**config.mk**
```make
export PLATFORM = sky130hd
export DESIGN_NAME = actor_token_fifo_flat
export DESIGN_NICKNAME = d
export VERILOG_FILES = /design/src/rtl/actor_token_fifo_pkg.sv /design/src/rtl/actor_token_fifo_if.sv /design/src/rtl/actor_token_fifo_ram.sv /design/src/rtl/actor_token_fifo.sv /design/src/flat_wrapper.sv
export SDC_FILE = /design/constraint.sdc
export NUM_CORES = 1
export LEC_CHECK = 0
export CORE_AREA = 10 10 186 153
export CTS_CLUSTER_DIAMETER = 150
export DETAILED_ROUTE_END_ITERATION = 10
export DIE_AREA = 0 0 196 163
export GPL_ROUTABILITY_DRIVEN = 0
export HOLD_SLACK_MARGIN = 0.1
export PLACE_DENSITY = 0.73
export SYNTH_ARGS = -nofsm -noshare
export SYNTH_HDL_FRONTEND = slang
export SYNTH_SLANG_ARGS = --single-unit
export TNS_END_PERCENT = 5
```
**constraint.sdc**
```tcl
create_clock -name CLK -period 2.9 [get_ports CLK]
set_input_delay 0.58 -clock CLK [delete_from_list [all_inputs] [get_ports CLK]]
set_output_delay 0.58 -clock CLK [all_outputs]
set_load 0.02 [all_outputs]
```
**src/rtl/actor_token_fifo_pkg.sv**
```systemverilog
`default_nettype none
// ============================================================================
//  Module      : actor_port_pkg
//  Description : Shared widths and error-bit positions for actor port FIFOs.
//  Revision    : 1.0  initial release
// ============================================================================
package actor_port_pkg;

  localparam int TOKEN_W = 16;   // default token width
  localparam int COUNT_W = 16;   // width of the COUNT fields on both ports
  localparam int ERR_W   = 3;    // width of the sticky error vector

  // Bit positions inside ERR
  localparam int ERR_OVF = 0;    // write while full
  localparam int ERR_UNF = 1;    // pop while empty
  localparam int ERR_CNT = 2;    // write with COUNT != 1

endpackage : actor_port_pkg
`default_nettype wire

```
**src/rtl/actor_token_fifo_if.sv**
```systemverilog
`default_nettype none
// ============================================================================
//  Module      : actor_token_fifo_if
//  Description : Producer-side and consumer-side port signals of one
//                actor-to-actor edge. The master drives stimulus (producer
//                data/strobes and consumer ACK); the slave is the FIFO.
//  Revision    : 1.0  initial release
// ============================================================================
interface actor_token_fifo_if #(
  parameter int TOKEN_W = actor_port_pkg::TOKEN_W
);
  import actor_port_pkg::*;

  // Write side (producer -> FIFO)
  logic [TOKEN_W-1:0] W_DATA;
  logic               W_SEND;
  logic [COUNT_W-1:0] W_COUNT;
  logic               W_RDY;
  logic               W_ACK;

  // Read side (FIFO -> consumer)
  logic [TOKEN_W-1:0] R_DATA;
  logic               R_SEND;
  logic [COUNT_W-1:0] R_COUNT;
  logic               R_ACK;

  // Sticky error flags
  logic [ERR_W-1:0]   ERR;

  modport master (
    output W_DATA, W_SEND, W_COUNT, R_ACK,
    input  W_RDY, W_ACK, R_DATA, R_SEND, R_COUNT, ERR
  );

  modport slave (
    input  W_DATA, W_SEND, W_COUNT, R_ACK,
    output W_RDY, W_ACK, R_DATA, R_SEND, R_COUNT, ERR
  );

endinterface : actor_token_fifo_if
`default_nettype wire

```
**src/rtl/actor_token_fifo_ram.sv**
```systemverilog
`default_nettype none
// ============================================================================
//  Module      : actor_token_fifo_ram
//  Description : DEPTH x TOKEN_W token store. Synchronous write, asynchronous
//                read so the head token falls through without a cycle of
//                read latency. Contents are deliberately not reset.
//  Revision    : 1.0  initial release
// ============================================================================
module actor_token_fifo_ram #(
  parameter int DEPTH   = 16,
  parameter int TOKEN_W = 16,
  parameter int ADDR_W  = $clog2(DEPTH)
) (
  input  wire logic               CLK,
  input  wire logic               we,
  input  wire logic [ADDR_W-1:0]  wr_addr,
  input  wire logic [TOKEN_W-1:0] wr_data,
  input  wire logic [ADDR_W-1:0]  rd_addr,
  output logic      [TOKEN_W-1:0] rd_data
);

  logic [TOKEN_W-1:0] mem [DEPTH];

  // Store the accepted token at the write pointer
  always_ff @(posedge CLK) begin
    if (we) begin
      mem[wr_addr] <= wr_data;
    end
  end

  assign rd_data = mem[rd_addr];

endmodule : actor_token_fifo_ram
`default_nettype wire

```
**src/rtl/actor_token_fifo.sv**
```systemverilog
`default_nettype none
// ============================================================================
//  Module      : actor_token_fifo
//  Description : Token FIFO on one actor-to-actor edge. Receives tokens with
//                the producer port handshake (SEND -> RDY/ACK) and offers
//                them first-word-fall-through with the consumer handshake
//                (SEND/COUNT -> ACK). Keeps sticky protocol error flags.
//  Revision    : 1.0  initial release
// ============================================================================
module actor_token_fifo #(
  parameter int DEPTH   = 16,
  parameter int TOKEN_W = actor_port_pkg::TOKEN_W
) (
  input  wire logic          CLK,
  input  wire logic          RESET,
  actor_token_fifo_if.slave  bus
);
  import actor_port_pkg::*;

  localparam int              ADDR_W   = $clog2(DEPTH);
  localparam logic [ADDR_W:0] OCC_FULL = (ADDR_W+1)'(DEPTH);
  localparam logic [ADDR_W:0] OCC_ONE  = (ADDR_W+1)'(1);
  localparam logic [ADDR_W-1:0] PTR_ONE = ADDR_W'(1);

  logic [ADDR_W-1:0]  wr_ptr;
  logic [ADDR_W-1:0]  rd_ptr;
  logic [ADDR_W:0]    occ;
  logic [ADDR_W:0]    occ_next;
  logic               w_rdy;
  logic               r_send;
  logic [COUNT_W-1:0] r_count;
  logic [ERR_W-1:0]   err;
  logic [ERR_W-1:0]   err_next;
  logic [TOKEN_W-1:0] head;
  logic               wr_en;
  logic               rd_en;

  // Handshakes qualify against registered flags only, so a full FIFO never
  // passes a write through a same-cycle pop and an empty FIFO never bypasses.
  assign wr_en = bus.W_SEND & w_rdy;
  assign rd_en = bus.R_ACK  & r_send;

  // Occupancy after this cycle's accepted write and pop
  always_comb begin
    occ_next = occ;
    unique case ({wr_en, rd_en})
      2'b10:   occ_next = occ + OCC_ONE;
      2'b01:   occ_next = occ - OCC_ONE;
      default: occ_next = occ;
    endcase
  end

  // Accumulate protocol violations into the sticky error vector
  always_comb begin
    err_next = err;
    if (bus.W_SEND && !w_rdy) begin
      err_next[ERR_OVF] = 1'b1;
    end
    if (bus.R_ACK && !r_send) begin
      err_next[ERR_UNF] = 1'b1;
    end
    if (bus.W_SEND && (bus.W_COUNT != COUNT_W'(1))) begin
      err_next[ERR_CNT] = 1'b1;
    end
  end

  // Pointers, occupancy and registered status flags; reset discards tokens
  always_ff @(posedge CLK or posedge RESET) begin
    if (RESET) begin
      wr_ptr  <= '0;
      rd_ptr  <= '0;
      occ     <= '0;
      w_rdy   <= 1'b0;
      r_send  <= 1'b0;
      r_count <= '0;
      err     <= '0;
    end else begin
      if (wr_en) begin
        wr_ptr <= wr_ptr + PTR_ONE;
      end
      if (rd_en) begin
        rd_ptr <= rd_ptr + PTR_ONE;
      end
      occ     <= occ_next;
      w_rdy   <= (occ_next != OCC_FULL);
      r_send  <= (occ_next != '0);
      r_count <= COUNT_W'(occ_next);
      err     <= err_next;
    end
  end

  actor_token_fifo_ram #(
    .DEPTH   (DEPTH),
    .TOKEN_W (TOKEN_W),
    .ADDR_W  (ADDR_W)
  ) u_ram (
    .CLK     (CLK),
    .we      (wr_en),
    .wr_addr (wr_ptr),
    .wr_data (bus.W_DATA),
    .rd_addr (rd_ptr),
    .rd_data (head)
  );

  // The RAM is not reset, so the head is masked while empty to keep
  // R_DATA at zero during and after reset.
  assign bus.R_DATA  = r_send ? head : '0;
  assign bus.R_SEND  = r_send;
  assign bus.R_COUNT = r_count;
  assign bus.W_RDY   = w_rdy;
  assign bus.W_ACK   = wr_en;
  assign bus.ERR     = err;

endmodule : actor_token_fifo
`default_nettype wire

```
**src/flat_wrapper.sv**
```systemverilog
// flat-port wrapper written by rule: the top's interface ports become plain ports
module actor_token_fifo_flat import actor_port_pkg::*;
#(
  parameter int DEPTH   = 16,
  parameter int TOKEN_W = actor_port_pkg::TOKEN_W
)
  (CLK, RESET, bus_W_DATA, bus_W_SEND, bus_W_COUNT, bus_R_ACK, bus_W_RDY, bus_W_ACK, bus_R_DATA, bus_R_SEND, bus_R_COUNT, bus_ERR);
  actor_token_fifo_if #(.TOKEN_W(TOKEN_W)) bus_i ();
  input  wire logic CLK;
  input  wire logic RESET;
  input wire logic [$bits(bus_i.W_DATA)-1:0] bus_W_DATA;
  input wire logic [$bits(bus_i.W_SEND)-1:0] bus_W_SEND;
  input wire logic [$bits(bus_i.W_COUNT)-1:0] bus_W_COUNT;
  input wire logic [$bits(bus_i.R_ACK)-1:0] bus_R_ACK;
  output wire logic [$bits(bus_i.W_RDY)-1:0] bus_W_RDY;
  output wire logic [$bits(bus_i.W_ACK)-1:0] bus_W_ACK;
  output wire logic [$bits(bus_i.R_DATA)-1:0] bus_R_DATA;
  output wire logic [$bits(bus_i.R_SEND)-1:0] bus_R_SEND;
  output wire logic [$bits(bus_i.R_COUNT)-1:0] bus_R_COUNT;
  output wire logic [$bits(bus_i.ERR)-1:0] bus_ERR;
  assign bus_i.W_DATA = bus_W_DATA;
  assign bus_i.W_SEND = bus_W_SEND;
  assign bus_i.W_COUNT = bus_W_COUNT;
  assign bus_i.R_ACK = bus_R_ACK;
  assign bus_W_RDY = bus_i.W_RDY;
  assign bus_W_ACK = bus_i.W_ACK;
  assign bus_R_DATA = bus_i.R_DATA;
  assign bus_R_SEND = bus_i.R_SEND;
  assign bus_R_COUNT = bus_i.R_COUNT;
  assign bus_ERR = bus_i.ERR;
  actor_token_fifo #(.DEPTH(DEPTH), .TOKEN_W(TOKEN_W)) u_core (.CLK(CLK), .RESET(RESET), .bus(bus_i));
endmodule
```
# After elaboration in Yosys (flattened, before gate mapping)
# Memory sizes are Yosys's and may differ from the RTL's.
# Cells that the tools add are included.
# Widths: inputs -> output; s select.
[word_totals]
register_bits = 18
latchBits = 0
mem_bits_rw = 256
rom_bits = 0
output_inout_bits = 38
elab_cells = 29
memories = 1
[op_classes]
n_addsub = 4
mul = 0
div = 0
order_cmp = 0
n_eq_ne = 4
shifts = 0
n_mux = 4
n_bitwise = 2
reduce_logical = 6
[mem_list]
columns = ["memory", "words", "width", "read_ports", "rd_ports_with_merged_regs", "wr", "line_no", "source"]
rows = [
  ["u_core.u_ram.mem", 16, 16, 1, 0, 1, "actor_token_fifo_ram.sv:22", "logic [TOKEN_W-1:0] mem [DEPTH];"],
]
[op_table]
columns = ["operator", "n"]
rows = [
  ["$mux 16", 1],
  ["$ne 16x1->1 const B", 1],
  ["$pmux 5 s2", 1],
  ["$add 4x1->4 const B", 2],
  ["$add 5x1->5 const B", 1],
  ["$ne 5x5->1 const B", 1],
  ["$reduce_bool 5->1", 1],
  ["$sub 5x1->5 const B", 1],
  ["$logic_and 1x1->1", 3],
  ["$and 1x1->1", 2],
  ["$eq 2x1->1 const B", 1],
  ["$eq 2x2->1 const B", 1],
  ["$logic_not 1->1", 2],
  ["$mux 1", 2],
]

# Depth between registers and ports, before layout
# Gate-level depths: netlist of run 1.
[logic_depth]
word_depth = 4
mapped_depth = 10

# Modules after synthesis
# A second synthesis of run 1 with hierarchy kept.
[unflattened]
cells_unflattened = 542
area_unflattened_um2 = 10938.0
[by_module_without_submodules]
columns = ["module", "n_inst", "cells_per_inst", "area_each_um2"]
rows = [
  ["actor_token_fifo_ram", 1, 416, 9723.1],
  ["actor_token_fifo", 1, 126, 1214.9],
]

# Least setup slack after synthesis of run 1
# No wires, ideal clock.
[synth_timing]
path_type = "reg2out"
from = "reg u_core.rd_ptr[1]"
to = "out bus_R_DATA[0]"
arrival_ns = 2.046
setup_slack_ns = 0.274
stages_incl_launch_ff = 6
n_path_buf = 2
cell_sequence = "dfrtp_1 clkbuf_1 clkbuf_1 mux4_2 mux4_2 and2_1"
[synth_via]
elab_chain_cells = 2
[synth_lines]
columns = ["item", "line_no", "source"]
rows = [
  ["start: declaration", "actor_token_fifo.sv:26", "logic [ADDR_W-1:0] rd_ptr;"],
  ["start signal: assignment", "actor_token_fifo.sv:82", "rd_ptr <= rd_ptr + PTR_ONE;"],
  ["$mem_v2 16x16", "--", ""],
  ["$mux 16", "actor_token_fifo.sv:107", "assign bus.R_DATA = r_send ? head : '0;"],
  ["end: declaration", "flat_wrapper.sv:17", "output wire logic [$bits(bus_i.R_DATA)-1:0] bus_R_DATA;"],
]
# Every way passes these cells.

# Worst setup path after layout of run 1
[layout_timing]
from = "reg u_core.rd_ptr[0]"
to = "out bus_R_DATA[0]"
# The elaborated chain is that of the path after synthesis.

==> run summary, run 1 <==
In this run, CTS created clock tree buffers numbering 26. The count of nets after finishing is 673. The commonest cells after synthesis are 256 x edfxtp_1, 80 x mux4_2, 28 x and2_1.

The number of vias in the routed layout is 5533. CTS built an H-tree with a depth of 1. Of the cells placed in the final design, the portion with a size suffix greater than 1 is about 31%. The layout-stage area growth over the synthesis result is 21.7%. After detailed routing, the number of vias per cell comes to between 5 and 6. The detailed-router iteration count before antenna repair came out at 5. The delay of the slowest cell on the worst path is 0.52 ns. The leakage component of the power came out at between 4 and 5 nW. Yosys attributes the largest share of cell area to edfxtp_1 70%, mux4_2 16%, dfrtp_1 4.1%. For this configuration, the core starts out at a cell density of around 44%. Setup repair after global routing could not meet its margin everywhere. The global-route total usage across every layer is 15.2%. The number of core rows came out at 52. The DRC violation total after the first TritonRoute iteration is about 550.

The number of distinct library cell variants in the gate-level netlist after synthesis is 46. The count of antenna-violating nets left after detailed routing is 0. STA classifies the critical path startpoint as a register.

The number of global-route vias before repair is between 5000 and 6000. The peak-usage layer in the global routing report is met2. The cell-internal power came out at 9.52 mW. The share of total power consumed by net switching came out at about 30%. The transition time at the pin with the least slew margin came out at roughly 0.74 ns. The worst setup slack after layout is -0.314 ns.

The fraction of met1 tracks used by global routing is about a fifth. The combined area of all synthesized cells came out at 10900 um2. In this run the worst path has a maximum fanout of 7.

Setup violations remaining at the end of the flow were counted as 16. In this run, flip-flops and latches consume ~38% of the power. The clock passes through at most 3 buffers. Summed over all layers, the routed wires come to between 20000 and 25000 um. In the post-synthesis netlist, the cell with the most instances is edfxtp_1.

The fraction of power consumed by the clock network came out at around a quarter. The count of unresolved DRC violations after routing is 0. The pin count of the biggest net entering global routing is 25.

In the synthesized netlist the dominant register cell turns out to be edfxtp_1. The final critical delay including setup and external delays is approximately 3.2 ns. The final cell count without fillers came out at between 900 and 1000. The final cell area excluding filler cells is ~13000 um2. The final reports fail on setup timing.

The count of mapped cells out of synthesis is a little over 500. Traced cell by cell, the critical path runs through buf_12 -> buf_12 -> mux4_2 -> mux4_2 -> and2_4 -> buf_6. The cell at the root of the clock tree is clkbuf_16.

The share of the clock period used by the worst path after layout is 111%. The total placed instance area came out at between 10000 and 15000 um2. In the global route stage, met3 resource usage came out at under 10%.

The number of antenna violations at the first check in global routing is 0. The min-delay analysis places its worst path in the category register to register. The clock slew at the register clock pins of the worst setup and hold paths came out at approximately 0.07 ns.

The detailed placement HPWL is around 15000 um. The number of failing hold endpoints at the final stage came to 0. The setup slack at placement came out at -0.264 ns. The flow ran to the end, but the final reports show violations. The per-instance average area after synthesis came out at 21.5 um2.

The full die area is 31900 um2. The switching power total came out at 4.06 mW. The later-pin clock latency in the skew report came out at between 0.5 and 0.6 ns. The die width came out at 196 um. The placed cell count came out at between 900 and 1000. The global route total overflow came out at 0. The tool flagged a number of max-cap violations equal to 0. The critical path is of the register to output pin type. Combinational logic burns roughly 38% of the power. 0 antenna diodes ended up in the layout.

The first global-routing pass estimated about 37000 um of wire. The die boundary height is ~160 um. The core footprint came out at 24900 um2. The share of the Yosys chip area taken by registers is roughly three quarters. The critical path data arrival time is 2.63 ns. TritonCTS built the clock tree. The routed length per placed instance is about 25 um.

Global routing used 24.4% of the available met2 tracks. Of the post-synthesis cell area, the dominant cell type holds approximately 70%. The flop and latch count out of synthesis is 274.

The number of enable-type register cells in the synthesized netlist came out at 256. The worst setup path is captured at an output pin. The relative max-transition margin came out at between 50% and 60%.

At the worst endpoint, the required time is between 2 and 2.5 ns. The TritonCTS sink count came out at 274. Counting flops with an async set or reset pin after synthesis yields a share of roughly 6.6%.

The slowest stage of the critical path is the mux4_2 cell. The maximum vdd ir drop is between 0.5 and 0.6 mV. The post-layout utilization of the core is 53.6%. The quantity of I/O buffers inserted on ports came out at 62. The count of pins over their slew limit came out at 0. The top-level port count is 74. The maximum frequency from static timing analysis came out at 311 MHz. The total power divided by cell area is a little over 1000 nW/um2.

Yosys printed 0 warnings. The biggest area contributor in the post-synthesis netlist is edfxtp_1. The worst-case clock skew is between 0.02 and 0.03 ns.
power by group through the flow:
stage / registers (mW) / clock network, mW / logic (mW)
final: 5.09 / 3.37 / 5.12
after global routing: 5.13 / 3.56 / 5.48
after CTS: 5.08 / 3.41 / 5.05
after detailed placement: 5.19 / 0 / 4.81
after global placement: 5.16 / 0 / 4.71
after floorplan: 5.10 / 0 / 3.01
flip-flops by register name, indices dropped and copies added (netlist names):
name                flops
u_core.bus.R_SEND       1
u_core.wr_ptr           4
u_core.bus.ERR          3
u_core.bus.W_RDY        1
u_core.rd_ptr           4
u_core.bus.R_COUNT      5
u_core.u_ram.mem      256
what timing repair did:
action / 4_1_cts / 5_1_grt
setup endpoints to repair: 16 / 16
gates resized for setup: 91 / 14
cloned: 2 / 0
setup buffers: 5 / 1
hold buffers: 0 / 0
worst max-delay path, delay by kind of cell (launching register included):
family | cells | cell delay [ns]
muxes | 2 | 1.03
DFF | 1 | 0.48
buffers and inverters | 3 | 0.39
and+or+nand+nor | 1 | 0.19
layer usage:
metal / wire [um] / share of wire (%)
met5: 0 / 0
met1: 10200 / 42
met4: 439 / 1.8
met2: 11900 / 49
met3: 1870 / 7.7
placed cells by master (no fill, tap or decap), types with 3 or more instances in the layout:
cell type and instances:
edfxtp_1 256, mux4_2 80, clkdlybuf4s50_1 46, buf_4 30, clkbuf_16 27, and2_1 20, dfrtp_1 16, buf_12 15
nand2_1 12, conb_1 11, buf_6 10, buf_2 9, inv_1 8, and2_4 8, xnor2_1 7, ha_1 7
nor4_1 6, clkbuf_1 6, a21oi_1 5, and3_1 5, clkinv_2 5, nor3_1 4, clkbuf_8 4, buf_8 4
a31oi_1 3, nand4_1 3, a21o_1 3, clkinv_1 3
cell families (layout without fill, tap and decap cells):
| group | Yosys count | in the layout | synth area share (%) |
|---|---|---|---|
| DFF | 274 | 274 | 74.3 |
| other | 1 | 11 | 0.0342 |
| and+or+nand+nor | 68 | 68 | 3.61 |
| adders and majority gates | 7 | 7 | 0.800 |
| xor gates and xnor gates | 9 | 9 | 0.720 |
| AOI/OAI and AO/OA | 25 | 25 | 1.63 |
| muxes | 82 | 82 | 16.6 |
| buffers and inverters | 44 | 174 | 2.23 |
worst paths after layout:
check | end | from | slack, ns | cells after the start
hold / removal | u_core.bus.ERR[2]$_DFFE_PP0P_ | u_core.bus.ERR[2]$_DFFE_PP0P_ | 0.47 | 1
setup / recovery | bus_R_DATA[0] | u_core.rd_ptr[0]$_DFFE_PP0P_ | -0.31 | 6
setup reg to reg | u_core.bus.R_SEND$_DFF_PP0_ | u_core.bus.W_RDY$_DFF_PP0_ | 0.36 | 10
max in group asynchronous | u_core.rd_ptr[0]$_DFFE_PP0P_ | RESET | 1.88 | 2
hold reg to reg | u_core.bus.ERR[2]$_DFFE_PP0P_ | u_core.bus.ERR[2]$_DFFE_PP0P_ | 0.47 | 1
min in group asynchronous | u_core.rd_ptr[0]$_DFFE_PP0P_ | RESET | 0.48 | 2
metrics by stage:
stage	hold slack, ns	power, mW	TNS [ns]
2_1_floorplan	0.480	8.11	0
5_1_grt	0.492	14.2	-5.42
6_report	0.475	13.6	-4.46
3_3_place_gp	0.445	9.87	-3.18
3_5_place_dp	0.455	10.0	-3.76
4_1_cts	0.474	13.5	-4.54
area by class of cell:
| cell class | count | area (um2) |
|---|---|---|
| clock buffers | 37 | 753 |
| clock inverters | 11 | 104 |
| well taps | 324 | 405 |
| fillers | 1856 | 11500 |
| repair buffers | 116 | 1260 |
| multi-input cells | 202 | 2630 |
| inverters | 10 | 37.5 |
| flip-flops and latches | 274 | 8140 |
Power figures use the tool's default switching activity.
==> inputs of run 2 (changes only) <==
--- a/config.mk
+++ b/config.mk
@@ -10,6 +10,7 @@
 export DETAILED_ROUTE_END_ITERATION = 10
 export DIE_AREA = 0 0 196 163
 export GPL_ROUTABILITY_DRIVEN = 0
+export GPL_TIMING_DRIVEN = 0
 export HOLD_SLACK_MARGIN = 0.1
 export PLACE_DENSITY = 0.73
 export SYNTH_ARGS = -nofsm -noshare
==> run 2 against run 1 <==
  * Via count hardly changed
  * Combinational power grew 7.4%
  * Worst setup slack worse by 0.044 ns
  * Non-clock buffer count down 1
  * Die area unchanged
  * Largest power group unchanged
  * The flow still finishes with violations (setup timing)
  * Maximum frequency decreased by 1.4%
  * First-iteration DRC count increased by 7.5%
  * Critical endpoint is now bus_R_DATA[14]
  * Sequential power is essentially flat
  * Final cell count fell by 0.31%
  * Largest cell class unchanged
==> run summary, run 2 (synthesized netlist as in run 1, its figures left out) <==
The flow ran to the end, but the final reports show violations. The final reports fail on setup timing. The detailed-router iteration count before antenna repair is 5 (unchanged). The global-route total usage across every layer came out at 15.5% (+0.30 points). The required time at the worst-slack endpoint came to 2.32 ns (about the same).

The flip-flop count of the largest register after layout came out at 256 (unchanged). The worst register-to-register path begins at u_core.bus.R_SEND$_DFF_PP0_. The setup slack at placement is -0.918 ns (-0.654 ns).

The leakage component of the power was 4.43 nW (-0.91%). The worst setup slack after layout is -0.358 ns (-0.0443 ns). The register-to-register setup slack is 0.19 ns (-0.17 ns). The number of hold buffers added after cts came out at 0 (unchanged). The global route total overflow came to 0 (unchanged). The die width came out at 196 um (unchanged). The worst-case clock skew came out at 0.0143 ns (-0.0128 ns). The final antenna diode count is 0 (unchanged). The highest net fanout along the worst path came to 8 (+1).

The count of unresolved DRC violations after routing came out at 0 (unchanged). The number of failing hold endpoints at the final stage came out at 0 (unchanged). The number of global-route vias before repair is 5886 (-0.94%). The total length of routed wires came out at 25300 um (+4.1%). The H-tree depth was 1 (unchanged). The share of layout cells above drive strength 1 came out at 31.7% (+0.45 points). The number of buffers on the longest clock path is 3 (unchanged). For hold timing, the worst endpoint is u_core.bus.ERR[1]$_DFFE_PP0P_. The maximum vdd ir drop is 0.565 mV (+2.0%). The startpoint identified for the worst hold timing path is u_core.bus.ERR[1]$_DFFE_PP0P_. The number of antenna violations at the first check in global routing is 0 (unchanged). The cell family contributing the most delay on the critical path is multiplexers. The path category of the worst min-delay check is register to register. The worst setup path is of the register to output pin kind. The buffering stage count on the worst path with inverters included came out at 4 (+1). The clock slew at the register clock pins of the worst setup and hold paths is 0.06 ns (about the same).

The number of core rows is 52 (unchanged). The detailed placement HPWL came out at 15100 um (+2.0%). The share of the clock period used by the worst path after layout came out at 112% (+1.5 points). The register with the most flip-flops is u_core.u_ram.mem.

The most common cell after layout, fill and taps aside is edfxtp_1. The top-level port count came to 74 (unchanged). The later-pin clock latency in the skew report was 0.53 ns (about the same). The maximum frequency from static timing analysis came out at 307 MHz (-1.4%). The final critical delay including setup and external delays came out at 3.26 ns (+0.0443 ns). The initial cell density of the core is 44.1% (unchanged).

The delay of the slowest cell on the worst path is 0.49 ns (-0.03 ns). The tree is rooted in a clkbuf_16. The overall power is 13.9 mW (+2.5%). The placed cell count came out at 906 (-1.3%). The clock tree from TritonCTS is built. The number of vias in the routed layout is 5528 (-0.090%). The worst-case reg-to-reg path depth came out at 9 (-1).

The quantity of I/O buffers inserted on ports is 62 (unchanged). The total power divided by cell area was 1050 nW/um2 (+3.0%). Leaving out fill and tap cells, the most frequent cells in the layout are 256 x edfxtp_1, 80 x mux4_2, 46 x clkdlybuf4s50_1, 27 x clkbuf_16, 23 x buf_4. The sum of negative setup slack came out at -4.98 ns (-0.526 ns). The final cell count without fillers came to 971 (-0.31%). The critical path data arrival time came out at 2.68 ns (+0.05 ns). The cell with the largest stage delay on the worst path is mux4_2. The via density per instance is 5.69 (+0.22%). The first-pass GRT wire length came to 37400 um (+0.86%). The post-layout utilization of the core came out at 53.4% (-0.24 points).

The die boundary height was 163 um (unchanged). In this run the worst setup path begins at u_core.rd_ptr[0]$_DFFE_PP0P_. The endpoint identified for the worst register-to-register timing path is u_core.bus.R_SEND$_DFF_PP0_.

The critical path launch point type is a register. The count of antenna-violating nets left after detailed routing is 0 (unchanged). The clock buffer count from CTS is 26 (unchanged). The TritonCTS sink count came out at 274 (unchanged). The worst setup path is captured at an output pin.

The pin count of the biggest net entering global routing came to 19 (-24%). The max-cap violation count came out at 0 (unchanged). The count of pins over their slew limit came out at 0 (unchanged). The relative max-transition margin came out at 21.9% (-29 points). Setup repair after global routing could not meet its margin everywhere. Compared with the post-synthesis result, the final layout area differs by 21.2%. The count of nets after finishing is 672 (-0.15%).

The full die area came out at 31900 um2 (unchanged). The transition time at the pin with the least slew margin came out at 1.17 ns (+0.435 ns). The count of endpoints failing setup in the final report came to 16 (unchanged).

The core footprint came out at 24900 um2 (unchanged). The DRC violation total after the first TritonRoute iteration is 586 (+7.5%). The worst hold path depth is 1 (unchanged). Walking the worst path, the cells encountered are buf_12 -> buf_12 -> buf_4 -> mux4_2 -> mux4_2 -> and2_4 -> buf_4.

The routed length per placed instance came out at 26.1 um (+4.4%).
run 2: cell count changes in the layout (fill, tap and decap cells not counted), moves of 2 or more:
cell and delta:
buf_12 -5, nand2_1 -2, and2_4 +6, and2_1 -6
clkbuf_2 +2, buf_4 -7, buf_2 -5, dfrtp_2 +2
buf_8 -4, buf_6 +7, clkbuf_1 +5
run 2: worst max-delay path by stage:
stage                     slack, ns  cells after the start             end
final                         -0.36                      7  bus_R_DATA[14]
after global routing          -0.41                      7  bus_R_DATA[11]
after CTS                     -0.40                      6  bus_R_DATA[11]
after detailed placement      -0.92                      6  bus_R_DATA[15]
after global placement        -0.91                      6  bus_R_DATA[14]
after floorplan                0.27                      5   bus_R_DATA[0]
run 2: final cells by class:
cell class | count | area, um2
well taps | 324 | 405
flip-flops and latches | 274 | 8140
plain buffers | 32 | 295
fillers | 1867 | 11600
clock inverters | 14 | 156
repair buffers | 83 | 897
clock buffers | 32 | 673
inverters | 10 | 37.5
multi-input cells | 202 | 2660
run 2: power breakdown:
group	internal (mW)	switching [mW]	total (mW)	leakage, nW
Combinational	2.91	2.59	5.50	1.52
Clock	1.92	1.40	3.32	0.399
Sequential	4.83	0.261	5.09	2.51
run 2: what timing repair did:
item	CTS	global route
hold endpoints to repair	0	0
endpoints found under the setup margin	20	18
gates cloned	1	1
setup buffers	8	11
resized for setup	110	42
run 2: worst register-to-register path, cell delays in order (launching register included):
cell and delay, ns:
dfrtp_2 0.57, nand2_2 0.24, nor2_2 0.26, xor2_1 0.21, ha_2 0.26, a21oi_1 0.08, a21boi_1 0.18, o31a_1 0.32
nor3_2 0.26, o2111ai_1 0.18
run 2: per-stage QoR:
| step | hold slack [ns] | cell area, um2 |
|---|---|---|
| detailed placement | 0.451 | 12000 |
| global route | 0.529 | 13300 |
| global placement | 0.442 | 12000 |
| floorplan | 0.480 | 11000 |
| CTS | 0.506 | 13000 |
| finish | 0.503 | 13300 |
run 2: layer usage:
| metal | up-vias | part of all wire (%) | global-route usage [%] |
|---|---|---|---|
| met2 | 249 | 50 | 26.5 |
| li1 | 2333 | - | - |
| met1 | 2900 | 40 | 20.0 |
| met4 | 0 | 2.3 | 3.33 |
| met5 | - | 0 | 0 |
| met3 | 46 | 7.6 | 3.11 |
